===== config.mk =====
export PLATFORM = sky130hd
export DESIGN_NAME = alarm_trigger
export DESIGN_NICKNAME = d
export VERILOG_FILES = /design/src/rtl/alarm_trigger.sv
export SDC_FILE = /design/constraint.sdc
export NUM_CORES = 1
export LEC_CHECK = 0
export ABC_AREA = 1
export BUFFER_PORTS_ARGS = -buffer_cell sky130_fd_sc_hd__buf_4
export CAP_MARGIN = 20
export CORE_MARGIN = 8
export CORE_UTILIZATION = 30
export DETAILED_ROUTE_END_ITERATION = 8
export PLACE_DENSITY = 0.44
export SYNTH_ARGS = -nofsm -noshare
export SYNTH_HDL_FRONTEND = slang
export SYNTH_SLANG_ARGS = --single-unit
export TNS_END_PERCENT = 5

===== constraint.sdc =====
create_clock -name clk -period 1.95 [get_ports clk]
set_input_delay 0 -clock clk [delete_from_list [all_inputs] [get_ports clk]]
set_output_delay 0 -clock clk [all_outputs]
set_load 0.03 [all_outputs]

===== src/rtl/alarm_trigger.sv =====
// alarm_trigger: compares the running BCD time against the BCD alarm time and
// runs a ring / snooze / stop state machine paced by the 1 Hz tick. All outputs
// are registered so the buzzer and LEDs never see a combinational input path.
module alarm_trigger #(
  parameter int unsigned RING_TIMEOUT = 60,   // seconds of ringing before auto-stop (1..255)
  parameter int unsigned SNOOZE_TICKS = 300,  // seconds of silence per snooze (1..511)
  parameter int unsigned MAX_SNOOZE   = 3,    // snoozes allowed per alarm event (1..15)
  parameter int unsigned BEEP_ON      = 1,    // ticks buzzer high per beep period (1..15)
  parameter int unsigned BEEP_OFF     = 1     // ticks buzzer low per beep period (1..15)
) (
  input  logic       clk,
  input  logic       reset,
  input  logic       tick_1hz,
  input  logic       alarm_enable,
  input  logic       snooze,
  input  logic       stop,
  input  logic [3:0] unit_min,
  input  logic [3:0] tens_min,
  input  logic [3:0] unit_hour,
  input  logic [3:0] tens_hour,
  input  logic [3:0] alarm_unit_min,
  input  logic [3:0] alarm_tens_min,
  input  logic [3:0] alarm_unit_hour,
  input  logic [3:0] alarm_tens_hour,
  output logic       buzzer,
  output logic       ringing,
  output logic       snoozing,
  output logic [3:0] snooze_count,
  output logic       missed
);

  typedef enum logic [1:0] {
    IDLE    = 2'd0,
    RINGING = 2'd1,
    SNOOZE  = 2'd2
  } state_e;

  // Parameters narrowed once to counter widths so every compare is width-matched.
  localparam logic [7:0] RING_LIMIT   = 8'(RING_TIMEOUT);
  localparam logic [8:0] SNOOZE_LIMIT = 9'(SNOOZE_TICKS);
  localparam logic [3:0] SNOOZE_MAX   = 4'(MAX_SNOOZE);
  localparam logic [4:0] BEEP_HIGH    = 5'(BEEP_ON);
  localparam logic [4:0] BEEP_PERIOD  = 5'(BEEP_ON + BEEP_OFF);

  state_e     state_q;
  logic [7:0] ring_sec_q;
  logic [8:0] snz_cnt_q;
  logic [4:0] beep_cnt_q;
  logic [3:0] snooze_count_q;
  logic       match_prev_q;
  logic       buzzer_q;
  logic       ringing_q;
  logic       snoozing_q;
  logic       missed_q;

  logic       match;
  logic       trigger;
  logic [7:0] ring_sec_inc;
  logic [8:0] snz_cnt_inc;
  logic [4:0] beep_cnt_d;
  logic       ring_timeout;
  logic       snooze_expire;
  logic       snooze_allowed;

  // Time compare, edge detect and the "would reach limit" terms for the counters.
  always_comb begin
    // NOTE: every signal gets a value before any branch so no latch is inferred.
    beep_cnt_d     = beep_cnt_q + 5'd1;
    if (beep_cnt_d == BEEP_PERIOD) beep_cnt_d = 5'd0;
    match          = ({tens_hour, unit_hour, tens_min, unit_min} ==
                      {alarm_tens_hour, alarm_unit_hour, alarm_tens_min, alarm_unit_min});
    trigger        = match & ~match_prev_q & alarm_enable;
    ring_sec_inc   = ring_sec_q + 8'd1;
    snz_cnt_inc    = snz_cnt_q + 9'd1;
    ring_timeout   = (ring_sec_inc == RING_LIMIT);
    snooze_expire  = (snz_cnt_inc == SNOOZE_LIMIT);
    snooze_allowed = (snooze_count_q < SNOOZE_MAX);
  end

  // State machine with registered outputs; priority is enable > stop > snooze > timers.
  always_ff @(posedge clk or posedge reset) begin
    if (reset) begin
      state_q        <= IDLE;
      ring_sec_q     <= '0;
      snz_cnt_q      <= '0;
      beep_cnt_q     <= '0;
      snooze_count_q <= '0;
      match_prev_q   <= 1'b1;  // equal times at reset release must not look like a new match
      buzzer_q       <= 1'b0;
      ringing_q      <= 1'b0;
      snoozing_q     <= 1'b0;
      missed_q       <= 1'b0;
    end else begin
      // NOTE: non-blocking assignments so every register sees pre-edge values.
      match_prev_q <= match;
      missed_q     <= 1'b0;
      if (!alarm_enable) begin
        state_q    <= IDLE;
        buzzer_q   <= 1'b0;
        ringing_q  <= 1'b0;
        snoozing_q <= 1'b0;
      end else begin
        unique case (state_q)
          IDLE: begin
            if (trigger) begin
              state_q        <= RINGING;
              snooze_count_q <= '0;
              ring_sec_q     <= '0;
              beep_cnt_q     <= '0;
              ringing_q      <= 1'b1;
              buzzer_q       <= 1'b1;  // beep_cnt=0 is always inside the ON window
            end
          end
          RINGING: begin
            if (stop) begin
              state_q   <= IDLE;
              ringing_q <= 1'b0;
              buzzer_q  <= 1'b0;
            end else if (snooze && snooze_allowed) begin
              state_q        <= SNOOZE;
              snooze_count_q <= snooze_count_q + 4'd1;
              snz_cnt_q      <= '0;
              ringing_q      <= 1'b0;
              snoozing_q     <= 1'b1;
              buzzer_q       <= 1'b0;
            end else if (tick_1hz) begin
              if (ring_timeout) begin
                state_q   <= IDLE;
                ringing_q <= 1'b0;
                buzzer_q  <= 1'b0;
                missed_q  <= 1'b1;
              end else begin
                ring_sec_q <= ring_sec_inc;
                beep_cnt_q <= beep_cnt_d;
                buzzer_q   <= (beep_cnt_d < BEEP_HIGH);
              end
            end
          end
          SNOOZE: begin
            if (stop) begin
              state_q    <= IDLE;
              snoozing_q <= 1'b0;
            end else if (tick_1hz) begin
              if (snooze_expire) begin
                state_q    <= RINGING;
                ring_sec_q <= '0;
                beep_cnt_q <= '0;
                snoozing_q <= 1'b0;
                ringing_q  <= 1'b1;
                buzzer_q   <= 1'b1;
              end else begin
                snz_cnt_q <= snz_cnt_inc;
              end
            end
          end
          default: begin
            state_q    <= IDLE;
            buzzer_q   <= 1'b0;
            ringing_q  <= 1'b0;
            snoozing_q <= 1'b0;
          end
        endcase
      end
    end
  end

  assign buzzer       = buzzer_q;
  assign ringing      = ringing_q;
  assign snoozing     = snoozing_q;
  assign snooze_count = snooze_count_q;
  assign missed       = missed_q;

endmodule

# Word level (Yosys, flattened, before mapping)
# Cells that the tools add are included.
[classes]
muxes = 68
eq_ne = 27
addsub = 4
bitwise = 3
n_lt_le_gt_ge = 2
reduce_logical = 12
[ops]
columns = ["operator", "n"]
rows = [
  ["$mux W8", 8],
  ["$mux W5", 9],
  ["$mux W9", 5],
  ["$mux W1", 26],
  ["$pmux W8 S3", 1],
  ["$ne A2 B2 Y1 const B", 11],
  ["$reduce_and A5 Y1", 4],
  ["$mux W2", 9],
  ["$ne A3 B3 Y1 const B", 6],
  ["$pmux W9 S2", 1],
  ["$eq A16 B16 Y1", 1],
  ["$pmux W5 S3", 1],
  ["$mux W4", 3],
  ["$ne A5 B5 Y1 const B", 2],
  ["$reduce_and A10 Y1", 1],
  ["$add A9 B1 Y9 const B", 1],
  ["$eq A9 B9 Y1 const B", 1],
  ["$pmux W1 S3", 3],
  ["$add A8 B1 Y8 const B", 1],
  ["$eq A8 B6 Y1 const B", 1],
  ["$ne A4 B4 Y1 const B", 2],
  ["$pmux W4 S2", 1],
  ["$reduce_and A7 Y1", 1],
  ["$pmux W2 S3", 1],
  ["14 further kinds", 16],
]
[word_totals]
reg_bits = 33
wordCells = 126
input_bits = 38

# Logic depth before layout (Yosys ltp)
# Gate-level depths: netlist of run 1.
[depth]
ltp_word = 10
ltp_mapped = 14
mapped_depth_nobuf = 14

# Least setup slack after synthesis of run 1
# No wires, ideal clock.
[synth_timing]
path_kind = "register -> register"
from = "register snooze_count_q[0] (netlist: snooze_count[0])"
to = "register ring_sec_q[0]"
arrival_time_ns = 1.681
stages_incl_launch_ff = 12
setup_time_ns = 0.116
path_slack_ns = 0.153
synth_period_minus_slack_ns = 1.797
required_ns = 1.834
cell_sequence = "dfrtp_1 -> ha_1 -> nor2_1 -> nand3_1 -> nor2_1 -> a211oi_2 -> o21ai_2 -> inv_2 -> nand3_4 -> buf_12 -> nand2_2 -> nand2_2"
[synth_between]
elab_chain_len = 4
[synth_lines]
columns = ["item", "line", "source"]
rows = [
  ["from (decl)", "49", "logic [3:0] snooze_count_q;"],
  ["from (signal assigned)", "121", "snooze_count_q <= snooze_count_q + 4'd1;"],
  ["$lt A4 B2 Y1", "77", "snooze_allowed = (snooze_count_q < SNOOZE_MAX);"],
  ["$logic_and A1 B1 Y1", "119", "end else if (snooze && snooze_allowed) begin"],
  ["$ne A2 B2 Y1 (no line)", "n/a", ""],
  ["$reduce_and A10 Y1 (no line)", "n/a", ""],
  ["to (signal assigned)", "133", "ring_sec_q <= ring_sec_inc;"],
  ["to (decl)", "46", "logic [7:0] ring_sec_q;"],
]
# Every way passes these cells.
# A chain may end at the register's enable or synchronous reset.

# Worst setup path after layout of run 1
[layout_timing]
from = "register snz_cnt_q[1]"
to = "register ring_sec_q[5]"
[layout_between]
elab_chain_len = 4
[layout_lines]
columns = ["item", "line", "source"]
rows = [
  ["from (decl)", "47", "logic [8:0] snz_cnt_q;"],
  ["from (signal assigned)", "152", "snz_cnt_q <= snz_cnt_inc;"],
  ["$add A9 B1 Y9", "74", "snz_cnt_inc = snz_cnt_q + 9'd1;"],
  ["$eq A9 B9 Y1", "76", "snooze_expire = (snz_cnt_inc == SNOOZE_LIMIT);"],
  ["$ne A2 B2 Y1 (no line)", "n/a", ""],
  ["$reduce_and A10 Y1 (no line)", "n/a", ""],
]
# Every way passes these cells.

==> summary.md, run 1 <==
Floorplanning
* 0.0119 mm² — die outline area
* 109 µm — vertical die dimension
* 46 — # IOs
* 109 µm — die boundary width
* 30.3% — effective utilization at floorplan
* 0.00855 mm² — area of the core
* 34 — placement row count

Power and ir drop
* 0.00174 µW — cell leakage power
* 790 mW/mm² — PD cells
* 386 µV — maximum vdd drop
* 2570 µW — Total Power Consumption

Detailed routing
* 11.7 µm — final routed wire length divided by cell count
* 5 — First-pass DRT Iterations
* 2514 — via count of the routed design
* 4.47 — number of vias per cell
* 0 — number of routed nets with antenna violations
* 107 — Detailed Route Iter0 Violations
* 6590 µm — drt total wl
* 0 — DRC violation count after routing

Timing
* 0.0326 ns — worst hold margin
* 60.1% — Slew HR
* 0.560 GHz — maximum clock frequency
* 1.79 ns — shortest clock period the worst path allows after layout
* 0 — Final setup viols
* 0 — Final Max Slew Viols
* 0.164 ns — final worst setup slack
* 0 — endpoints failing hold
* 0.597 ns — transition time at the pin with the least slew margin
* 91.6% — period utilisation layout
* yes — unrepaired setup endpoints after global routing
* 0.00518 ns — clock tree skew after final layout

Global routing
* 0 — antenna violations before repair
* 0 — GRT overflow
* 34 — pin count of the biggest net entering global routing
* 2366 — via count of the first global-routing pass
* 11000 µm — first-pass GRT wire length
* 11.5% — global-route usage over all layers

Critical path
* 12 — Worst R2R Path Depth
* flop — startpoint type of the worst setup path
* flop — category of the worst setup path capture point
* 3 — buffers and inverters on the worst path
* 12 — CP Depth
* 0.42 ns — maximum single-stage delay on the critical path
* ring_sec_q[5] — Critical R2R Capture
* 0.16 ns — internal reg-to-reg setup slack
* reg -> reg — critical path start-end classification
* 13 — Crit Path Max Fanout
* 2.17 ns — endpoint required time on the critical path
* sky130_fd_sc_hd__dfrtp_2 — cell type of the slowest stage on the worst timing path
* snz_cnt_q[1] — worst reg2reg path startpoint
* snz_cnt_q[1] — first element of the critical path
* ring_sec_q[5] — last element of the critical path
* simple AND/OR/NAND/NOR gates — delay-heaviest family, CP
* 2.01 ns — arrival time reported for the critical path endpoint
* ha_4, nand3_1, o21bai_1, nand2_1, clkinv_1, nand3_1, nand2_2, nand2_4, inv_6, buf_6, nand4_1, nand2_2 — cell-by-cell listing of the critical path

Layout
* 828 µm² — storage element area
* sky130_fd_sc_hd__nand2_1 (117), sky130_fd_sc_hd__nor2_1 (61), sky130_fd_sc_hd__inv_1 (54), sky130_fd_sc_hd__buf_4 (54), sky130_fd_sc_hd__dfrtp_1 (31) — commonest cells after routing, fill and taps aside
* 25.5% — area overhead of the layout relative to synthesis
* sky130_fd_sc_hd__nand2_1 — commonest non-fill, non-tap cell in the layout
* 0.00153 mm² — area taken by multi-input logic gates
* 0 — number of antenna cells inserted
* 25.1% — fraction of final layout cells with drive strength greater than 1
* 562 — non-filler instance count after layout
* 926 — fill count
* 496 — number of nets in the finished design

Status
* completed — result of the run

Synthesis
* sky130_fd_sc_hd__dfrtp_1 — Top FF cell, synth
* 30.9% — fraction of synthesized cell area taken by the top area cell type
* 100% — Post-synth ARST share
* 394 — Mapped Cells
* sky130_fd_sc_hd__dfrtp_1 — post-synth top area cell
* 33 — synthesis-stage register bit count
* 6.57 µm² — Synth Area per Inst
* 0 — Yosys warnings
* sky130_fd_sc_hd__dfrtp_1 (31%), sky130_fd_sc_hd__nand2_1 (17%), sky130_fd_sc_hd__nor2_1 (9.0%) — leading post-synthesis cells by cell area
* 0.00259 mm² — Post-Synthesis Cell Area
* 31.9% — portion of the post-synthesis area used by sequential elements
* 34 — Yosys cell types
* 437 — total nets after synthesis
* 0 — count of flip-flops with a built-in enable after synthesis

Clock tree
* 0.07 ns — Worst-path clk slew
* 0.28 ns — Clk Latency, worst-skew pair
* 33 — # clock sinks
* yes — TritonCTS clock tree
* 2 — Bufs on Longest Clock Path
* 5 — clock buffer count from CTS
* sky130_fd_sc_hd__clkbuf_8 — CTS root buf
* 2 — CTS H-tree lvls

Run
* 0 — number of max-capacitance violations reported

Placement
* 0.853 — routability congestion estimate
* 5010 µm — detailed-placement wirelength estimate
* 551 — Placed Cells
* 45 — number of buffers inserted by port buffering
* 0.0205 ns — worst setup timing slack at the placement stage

Hold path
* in -> reg — type of the most critical hold path

flip-flops by register name (all words and copies together) (netlist names):
signal	cells
missed	1
match_prev_q	1
beep_cnt_q	5
ring_sec_q	8
snooze_count	4
ringing	1
buzzer	1
snz_cnt_q	9
snoozing	1
state_q	2
timing repair:
action | in CTS | in global routing
setup endpoints to repair | 1 | 25
gates resized for setup | 1 | 9
hold buffers | 1 | 0
gates cloned | 0 | 1
setup buffers | 0 | 1
endpoints found under the hold margin | 32 | 0
pin swaps | 0 | 3
synth_stat cells (2+ instances only):
cell type                  number
sky130_fd_sc_hd__nand2_2       22
sky130_fd_sc_hd__nor2_4         2
sky130_fd_sc_hd__nand2_4        3
sky130_fd_sc_hd__inv_1         54
sky130_fd_sc_hd__nor2_2         5
sky130_fd_sc_hd__o21ai_0        2
sky130_fd_sc_hd__dfrtp_1       32
sky130_fd_sc_hd__buf_2          2
sky130_fd_sc_hd__nand3_4        2
sky130_fd_sc_hd__a21oi_1        2
sky130_fd_sc_hd__nand4_1       22
sky130_fd_sc_hd__nand3b_1       2
sky130_fd_sc_hd__clkinv_1       2
sky130_fd_sc_hd__nand3_1       25
sky130_fd_sc_hd__xnor2_1        4
sky130_fd_sc_hd__ha_1           5
sky130_fd_sc_hd__nor2_1        62
sky130_fd_sc_hd__nor4_1         2
sky130_fd_sc_hd__xor2_1         6
sky130_fd_sc_hd__nand2_1      118
sky130_fd_sc_hd__inv_2          7
layer usage:
metal,track usage (%),up-vias,wire [µm]
met5,0,-,0
met4,2.93,0,63
met3,3.84,4,360
met2,17.2,53,2940
met1,15.4,1114,3220
li1,-,1343,-
kinds of logic after synthesis:
| group | Yosys count | synth area share [%] |
|---|---|---|
| XOR/XNOR | 10 | 3.38 |
| adder cells (fa/ha/maj) | 5 | 2.42 |
| AND/OR/NAND/NOR | 266 | 47.7 |
| buffers and inverters | 69 | 11.1 |
| flip-flops | 33 | 31.9 |
| AO/OA/AOI/OAI | 11 | 3.53 |
tightest hold or removal path, cell delays in order:
cell and delay (ns):
sky130_fd_sc_hd__buf_4 0.11, sky130_fd_sc_hd__inv_1 0.08, sky130_fd_sc_hd__nor4_1 0.07
through the flow:
stage	utilization [%]	cell area, µm²	setup TNS (ns)
4_1_cts	37.2	3180	0
6_report	38.0	3250	0
2_1_floorplan	-	2590	0
3_3_place_gp	36.1	3090	0
3_5_place_dp	36.1	3090	0
5_1_grt	38.0	3250	-0.0391
worst min-delay path by stage:
stage | slack, ns | depth (start not counted) | start | endpoint
floorplan | 0.13 | 1 | reset | beep_cnt_q[0]
global placement | 0.14 | 3 | reset | missed
detailed placement | 0.15 | 3 | reset | snz_cnt_q[4]
CTS | 0.02 | 3 | tick_1hz | missed
global route | 0.06 | 3 | tick_1hz | missed
finish | 0.03 | 3 | tick_1hz | missed
report_power, final:
part           internal [µW]  leakage, µW  switching, µW  total (µW)
clock network            248    0.0000450            269         517
registers                782     0.000448            105         887
logic                    417      0.00125            745        1160
area by class of cell:
cell class	count	share of cell area, %
clock inverter	2	0.308
timing repair buffer	56	13.1
tap	108	4.16
clock buffer	6	2.23
multi-input combinational	293	47.0
inverter	64	7.63
sequential	33	25.5
Power figures use the tool's default switching activity.
==> run 2: changes to the inputs <==
Settings changed: ABC_AREA 1 to not set, PLACE_DENSITY 0.44 to 0.45, SETUP_SLACK_MARGIN set to 0.05.
==> summary.md, run 2 <==
Power and ir drop
* 470 µV — maximum vdd drop, was 386 µV
* 870 mW/mm² — PD cells, was 790 mW/mm²
* 0.00141 µW — cell leakage power, was 0.00174 µW

Global routing
* 11200 µm — first-pass GRT wire length, was 11000 µm
* 0 — antenna violations before repair, unchanged
* 2254 — via count of the first global-routing pass, was 2366
* 34 — pin count of the biggest net entering global routing, unchanged
* 13.6% — global-route usage over all layers, was 11.5%
* 0 — GRT overflow, unchanged

Synthesis
* sky130_fd_sc_hd__dfrtp_1 — most numerous cell in the Yosys netlist, was sky130_fd_sc_hd__nand2_1
* 60 — Yosys cell types, was 34
* sky130_fd_sc_hd__dfrtp_1 (32), sky130_fd_sc_hd__nand2_1 (24), sky130_fd_sc_hd__o21ai_0 (24), sky130_fd_sc_hd__nor2_1 (16), sky130_fd_sc_hd__xnor2_1 (16) — leading post-synthesis cells by instance count, was sky130_fd_sc_hd__nand2_1 (118), sky130_fd_sc_hd__nor2_1 (62), sky130_fd_sc_hd__inv_1 (54), sky130_fd_sc_hd__dfrtp_1 (32), sky130_fd_sc_hd__nand3_1 (25)
* sky130_fd_sc_hd__dfrtp_1 — Top FF cell, synth, unchanged
* 33 — synthesis-stage register bit count, unchanged
* 0 — count of flip-flops with a built-in enable after synthesis, unchanged
* sky130_fd_sc_hd__dfrtp_1 (35%), sky130_fd_sc_hd__xnor2_1 (6.2%), sky130_fd_sc_hd__o21ai_0 (5.3%) — leading post-synthesis cells by cell area, was sky130_fd_sc_hd__dfrtp_1 (31%), sky130_fd_sc_hd__nand2_1 (17%), sky130_fd_sc_hd__nor2_1 (9.0%)
* 254 — Mapped Cells, was 394
* 0.00227 mm² — Post-Synthesis Cell Area, was 0.00259 mm²
* 100% — Post-synth ARST share, unchanged
* 36.4% — portion of the post-synthesis area used by sequential elements, was 31.9%
* sky130_fd_sc_hd__dfrtp_1 — post-synth top area cell, unchanged
* 35.2% — fraction of synthesized cell area taken by the top area cell type, was 30.9%
* 8.95 µm² — Synth Area per Inst, was 6.57 µm²
* 0 — Yosys warnings, unchanged
* 297 — total nets after synthesis, was 437

Timing
* 0.477 GHz — maximum clock frequency, was 0.560 GHz
* 0 — Final Max Slew Viols, unchanged
* -0.146 ns — final worst setup slack, was 0.164 ns
* 0.0137 ns — clock tree skew after final layout, was 0.00518 ns
* 2.10 ns — shortest clock period the worst path allows after layout, was 1.79 ns
* 13 — Final setup viols, was 0
* 0.469 ns — transition time at the pin with the least slew margin, was 0.597 ns
* yes — unrepaired setup endpoints after global routing, unchanged
* 68.7% — Slew HR, was 60.1%
* 107% — period utilisation layout, was 91.6%
* 0.0389 ns — worst hold margin, was 0.0326 ns
* 0 — endpoints failing hold, unchanged

Critical path
* ring_sec_q[1] — worst reg2reg path startpoint, was snz_cnt_q[1]
* flop — startpoint type of the worst setup path, unchanged
* reg -> reg — critical path start-end classification, unchanged
* 2.28 ns — arrival time reported for the critical path endpoint, was 2.01 ns
* flop — category of the worst setup path capture point, unchanged
* 0.41 ns — maximum single-stage delay on the critical path, was 0.42 ns
* 2.14 ns — endpoint required time on the critical path, was 2.17 ns
* -0.15 ns — internal reg-to-reg setup slack, was 0.16 ns
* ring_sec_q[1] — first element of the critical path, was snz_cnt_q[1]
* 8 — Crit Path Max Fanout, was 13
* ha_2, and4b_4, a2111oi_4, a21oi_2, a21o_4, or2_4, a22o_1 — cell-by-cell listing of the critical path, was ha_4, nand3_1, o21bai_1, nand2_1, clkinv_1, nand3_1, nand2_2, nand2_4, inv_6, buf_6, nand4_1, nand2_2
* sky130_fd_sc_hd__dfrtp_1 — cell type of the slowest stage on the worst timing path, was sky130_fd_sc_hd__dfrtp_2

Floorplanning
* 0.00729 mm² — area of the core, was 0.00855 mm²
* 103 µm — vertical die dimension, was 109 µm
* 0.0106 mm² — die outline area, was 0.0119 mm²
* 31.2% — effective utilization at floorplan, was 30.3%
* 103 µm — die boundary width, was 109 µm
* 31 — placement row count, was 34
* 46 — # IOs, unchanged

Layout
* 46.7% — area overhead of the layout relative to synthesis, was 25.5%
* sky130_fd_sc_hd__buf_4 — commonest non-fill, non-tap cell in the layout, was sky130_fd_sc_hd__nand2_1
* snz_cnt_q — Most flops, register, unchanged
* 396 — number of nets in the finished design, was 496
* 453 — non-filler instance count after layout, was 562
* sky130_fd_sc_hd__buf_4 (97), sky130_fd_sc_hd__dfrtp_1 (30), sky130_fd_sc_hd__nand2_1 (23) — commonest cells after routing, fill and taps aside, was sky130_fd_sc_hd__nand2_1 (117), sky130_fd_sc_hd__nor2_1 (61), sky130_fd_sc_hd__inv_1 (54), sky130_fd_sc_hd__buf_4 (54), sky130_fd_sc_hd__dfrtp_1 (31)
* snz_cnt_q: 9 flops, ring_sec_q: 8 flops, beep_cnt_q: 5 flops — largest registers ranked by flip-flop count, unchanged
* 0 — number of antenna cells inserted, unchanged
* 41.8% — fraction of final layout cells with drive strength greater than 1, was 25.1%
* 9 — number of flip-flops under the largest register name, unchanged

Detailed routing
* 0 — DRC violation count after routing, unchanged
* 0 — number of routed nets with antenna violations, unchanged
* 133 — Detailed Route Iter0 Violations, was 107
* 2301 — via count of the routed design, was 2514
* 4 — First-pass DRT Iterations, was 5
* 5.08 — number of vias per cell, was 4.47
* 15.0 µm — final routed wire length divided by cell count, was 11.7 µm
* 6780 µm — drt total wl, was 6590 µm

Status
* negative setup slack — violated checks
* complete, but fails checks — result of the run, was completed

Clock tree
* sky130_fd_sc_hd__clkbuf_8 — CTS root buf, unchanged
* 5 — clock buffer count from CTS, unchanged
* 2 — Bufs on Longest Clock Path, unchanged
* 0.08 ns — Worst-path clk slew, was 0.07 ns
* yes — TritonCTS clock tree, unchanged
* 2 — CTS H-tree lvls, unchanged
* 0 — number of buffers inserted to repair setup after CTS, unchanged
* 33 — # clock sinks, unchanged
* 0.30 ns — Clk Latency, worst-skew pair, was 0.28 ns

Run
* 0 — number of max-capacitance violations reported, unchanged

Placement
* 5210 µm — detailed-placement wirelength estimate, was 5010 µm
* 0.882 — routability congestion estimate, was 0.853
* 45 — number of buffers inserted by port buffering, unchanged
* -0.248 ns — worst setup timing slack at the placement stage, was 0.0205 ns
* 444 — Placed Cells, was 551

Hold path
* in -> reg — type of the most critical hold path, unchanged
* tick_1hz — worst min-delay path startpoint, unchanged

[run 2: changes by cell type in the layout (fill, tap and decap cells not counted), moves of 7 or more]
| cell | delta |
|---|---|
| sky130_fd_sc_hd__nand4_1 | -16 |
| sky130_fd_sc_hd__nor2_1 | -46 |
| sky130_fd_sc_hd__xnor2_1 | +12 |
| sky130_fd_sc_hd__nand2_2 | -22 |
| sky130_fd_sc_hd__nand3_1 | -13 |
| sky130_fd_sc_hd__inv_1 | -47 |
| sky130_fd_sc_hd__nor3_1 | +7 |
| sky130_fd_sc_hd__nand2_1 | -94 |
| sky130_fd_sc_hd__buf_4 | +43 |
| sky130_fd_sc_hd__o21ai_1 | +12 |
[run 2: kinds of logic (layout without fill, tap and decap cells)]
kind of cell / Yosys count / after routing / share of synthesized area [%]
fa+ha+maj: 5 / 5 / 2.75
simple gates: 105 / 105 / 26.2
mux: 3 / 3 / 1.38
xor+xnor: 16 / 16 / 6.16
buf+inv: 16 / 116 / 3.47
compound gates: 76 / 76 / 23.7
flops: 33 / 33 / 36.4
[run 2: per-stage QoR]
stage	util (%)	setup TNS (ns)	power, µW	cell area, µm²
6_report	45.7	-0.633	2900	3340
5_1_grt	45.7	-2.87	3130	3340
4_1_cts	45.1	-0.522	2860	3290
3_5_place_dp	42.9	-2.44	2270	3130
3_3_place_gp	42.9	-1.90	2270	3130
2_1_floorplan	-	-1.98	1690	2300
[run 2: final cells by class]
class | count | area, µm²
fillers | 768 | 3960
multi-input cells | 205 | 1490
flip-flops and latches | 33 | 830
repair buffers | 101 | 781
well taps | 99 | 124
clock buffers | 5 | 68.8
inverters | 7 | 26.3
clock inverters | 3 | 17.5
[run 2: repair_timing]
action	CTS	global route
setup endpoints to repair	27	30
gates cloned	0	0
resized for setup	28	13
pin swaps	5	5
hold endpoints to repair	32	0
hold buffers	1	0
[run 2: critical path, delay by kind of cell (launching register included)]
family                   cells  cell delay [ns]
AO/OA/AOI/OAI                4             0.93
AND/OR/NAND/NOR              2             0.47
flip-flops                   1             0.41
adder cells (fa/ha/maj)      1             0.18
[run 2: report_power, final]
| part | internal, µW | leakage, µW | switching [µW] |
|---|---|---|---|
| clock network | 247 | 0.0000439 | 286 |
| logic | 671 | 0.000938 | 712 |
| registers | 839 | 0.000433 | 147 |
| total | 1760 | 0.00141 | 1140 |
[run 2: per-layer routing]
metal / part of all wire, % / track usage [%] / vias up
met5: 0 / 0 / -
met4: 1.0 / 4.45 / 0
met3: 6.7 / 4.19 / 7
met2: 45 / 21.1 / 76
met1: 48 / 17.4 / 1071
li1: - / - / 1147
[run 2: worst paths after layout]
check,to,cells after the start
worst min-delay path,missed,3
worst max register to register,ring_sec_q[1],7
min in group asynchronous,buzzer,4
worst min register to register,ringing,2
worst max-delay path,ring_sec_q[1],7
max in group asynchronous,match_prev_q,4
==> run 3: changes to the inputs <==
Settings changed: RECOVER_POWER set to 100.
==> summary.md, run 3 (same netlist as run 2, synthesis figures left out) <==
Layout
* 0.00330 mm² — total non-filler cell area in the finished layout, was 0.00334 mm²
* snz_cnt_q: 9 flops, ring_sec_q: 8 flops, beep_cnt_q: 5 flops — largest registers ranked by flip-flop count, unchanged
* 45.3% — area overhead of the layout relative to synthesis, was 46.7%
* snz_cnt_q — Most flops, register, unchanged
* 453 — non-filler instance count after layout, unchanged
* 778 — fill count, was 768
* 39.5% — fraction of final layout cells with drive strength greater than 1, was 41.8%
* 0 — number of antenna cells inserted, unchanged
* sky130_fd_sc_hd__buf_4 (87), sky130_fd_sc_hd__dfrtp_1 (30), sky130_fd_sc_hd__nand2_1 (23) — commonest cells after routing, fill and taps aside, was sky130_fd_sc_hd__buf_4 (97), sky130_fd_sc_hd__dfrtp_1 (30), sky130_fd_sc_hd__nand2_1 (23)
* 396 — number of nets in the finished design, unchanged
* 9 — number of flip-flops under the largest register name, unchanged
* 45.3% — final core utilization, was 45.7%
* sky130_fd_sc_hd__buf_4 — commonest non-fill, non-tap cell in the layout, unchanged

Power and ir drop
* 1720 µW — internal power component, was 1760 µW
* 39.9% — Sw Ratio, was 39.5%
* 47.1% — power share of the combinational group, was 47.7%
* 0.00138 µW — cell leakage power, was 0.00141 µW
* 1140 µW — total net switching power, about the same
* 34.3% — Flop pwr share, was 34.0%
* 18.6% — Clk network pwr share, was 18.3%
* 440 µV — maximum vdd drop, was 470 µV
* 868 mW/mm² — PD cells, was 870 mW/mm²

Floorplanning
* 103 µm — die boundary width, unchanged
* 31 — placement row count, unchanged
* 0.00729 mm² — area of the core, unchanged
* 103 µm — vertical die dimension, unchanged
* 46 — # IOs, unchanged
* 0.0106 mm² — die outline area, unchanged
* 31.2% — effective utilization at floorplan, unchanged

Clock tree
* 2 — Bufs on Longest Clock Path, unchanged
* 2 — CTS H-tree lvls, unchanged
* sky130_fd_sc_hd__clkbuf_8 — CTS root buf, unchanged
* 5 — clock buffer count from CTS, unchanged
* 0.30 ns — Clk Latency, worst-skew pair, about the same
* 0 — number of buffers inserted to repair setup after CTS, unchanged
* 33 — # clock sinks, unchanged
* 0.08 ns — Worst-path clk slew, about the same
* yes — TritonCTS clock tree, unchanged

Detailed routing
* 128 — Detailed Route Iter0 Violations, was 133
* 0 — number of routed nets with antenna violations, unchanged
* 5.08 — number of vias per cell, about the same
* 4 — First-pass DRT Iterations, unchanged
* 15.0 µm — final routed wire length divided by cell count, about the same
* 0 — DRC violation count after routing, unchanged
* 6780 µm — drt total wl, about the same
* 2300 — via count of the routed design, was 2301

Timing
* 0 — endpoints failing hold, unchanged
* 0 — Final Max Slew Viols, unchanged
* 0.478 GHz — maximum clock frequency, was 0.477 GHz
* 2.09 ns — shortest clock period the worst path allows after layout, was 2.10 ns
* -0.144 ns — final worst setup slack, was -0.146 ns
* 41.8% — Slew HR, was 68.7%
* 107% — period utilisation layout, about the same
* 0.873 ns — transition time at the pin with the least slew margin, was 0.469 ns
* 0.0138 ns — clock tree skew after final layout, was 0.0137 ns
* 13 — Final setup viols, unchanged
* yes — unrepaired setup endpoints after global routing, unchanged

Status
* complete, but fails checks — result of the run, unchanged
* negative setup slack — violated checks, unchanged

Placement
* -0.248 ns — worst setup timing slack at the placement stage, unchanged
* 0.00313 mm² — Placement Cell Area, unchanged
* 444 — Placed Cells, unchanged
* 5210 µm — detailed-placement wirelength estimate, unchanged
* 45 — number of buffers inserted by port buffering, unchanged
* 0.882 — routability congestion estimate, unchanged

Critical path
* reg -> reg — critical path start-end classification, unchanged
* ring_sec_q[1] — first element of the critical path, unchanged
* 7 — Worst R2R Path Depth, unchanged
* ha_2, and4b_4, a2111oi_4, a21oi_2, a21o_4, or2_4, a22o_1 — cell-by-cell listing of the critical path, unchanged
* flop — startpoint type of the worst setup path, unchanged
* 8 — Crit Path Max Fanout, unchanged
* ring_sec_q[1] — Critical R2R Capture, unchanged
* sky130_fd_sc_hd__dfrtp_1 — cell type of the slowest stage on the worst timing path, unchanged
* 2.14 ns — endpoint required time on the critical path, about the same
* 2.28 ns — arrival time reported for the critical path endpoint, about the same
* -0.14 ns — internal reg-to-reg setup slack, was -0.15 ns
* flop — category of the worst setup path capture point, unchanged
* ring_sec_q[1] — worst reg2reg path startpoint, unchanged
* 0.41 ns — maximum single-stage delay on the critical path, about the same

Global routing
* 0 — GRT overflow, unchanged
* 11200 µm — first-pass GRT wire length, unchanged
* 34 — pin count of the biggest net entering global routing, unchanged
* 2254 — via count of the first global-routing pass, unchanged
* 0 — antenna violations before repair, unchanged
* 13.6% — global-route usage over all layers, unchanged

Hold path
* in -> reg — type of the most critical hold path, unchanged
* 3 — Cells on Worst Hold Path, unchanged
* tick_1hz — worst min-delay path startpoint, unchanged
* missed — worst hold path endpoint, unchanged

Run
* 0 — number of max-capacitance violations reported, unchanged

-- run 3: cell count changes in the layout (fill, tap and decap cells not counted), sizes merged --
cell    delta
buf       -10
clkbuf    +10
-- run 3: worst max path at each step --
| stage | slack, ns | endpoint |
|---|---|---|
| 3_5_place_dp | -0.25 | ring_sec_q[1] |
| 3_3_place_gp | -0.22 | buzzer |
| 2_1_floorplan | -0.20 | ring_sec_q[1] |
| 6_report | -0.14 | ring_sec_q[1] |
| 5_1_grt | -0.25 | ring_sec_q[1] |
| 4_1_cts | -0.13 | ring_sec_q[1] |
-- run 3: cell type report --
type	count	area (µm²)	share of cell area, %
timing repair buffer	101	748	22.7
clock buffer	5	68.8	2.08
tap	99	124	3.75
clock inverter	3	17.5	0.530
multi-input combinational	205	1490	45.1
sequential	33	830	25.1
inverter	7	26.3	0.795
-- run 3: timing repair --
item                                    in CTS  in global routing
gates resized for setup                     28                 13
pin swaps                                    5                  5
hold buffers                                 1                  0
endpoints found under the hold margin       32                  0
endpoints found under the setup margin      27                 30
-- run 3: per-stage QoR --
| step | hold slack, ns | power [µW] | TNS [ns] |
|---|---|---|---|
| floorplan | 0.128 | 1690 | -1.98 |
| global placement | 0.148 | 2270 | -1.90 |
| detailed placement | 0.148 | 2270 | -2.44 |
| CTS | 0.0259 | 2860 | -0.522 |
| global route | 0.0548 | 3090 | -2.87 |
| finish | 0.0394 | 2870 | -0.618 |
-- run 3: critical path, delay by kind of cell, from the launching register on --
family	cells	cell delay [ns]
compound gates	4	0.93
flops	1	0.41
simple gates	2	0.47
fa+ha+maj	1	0.18
-- run 3: metal layers --
layer / share of wire [%] / track usage (%) / vias to the layer above
li1: - / - / 1145
met4: 1.0 / 4.45 / 0
met1: 48 / 17.4 / 1078
met5: 0 / 0 / -
met3: 6.4 / 4.19 / 5
met2: 45 / 21.1 / 72
-- run 3: power groups by stage --
| stage | Combinational [µW] | Clock (µW) | Sequential, µW |
|---|---|---|---|
| floorplan | 631 | 0 | 1060 |
| CTS | 1330 | 555 | 975 |
| detailed placement | 1280 | 0 | 986 |
| finish | 1350 | 532 | 985 |
| global route | 1500 | 584 | 1010 |
| global placement | 1280 | 0 | 987 |
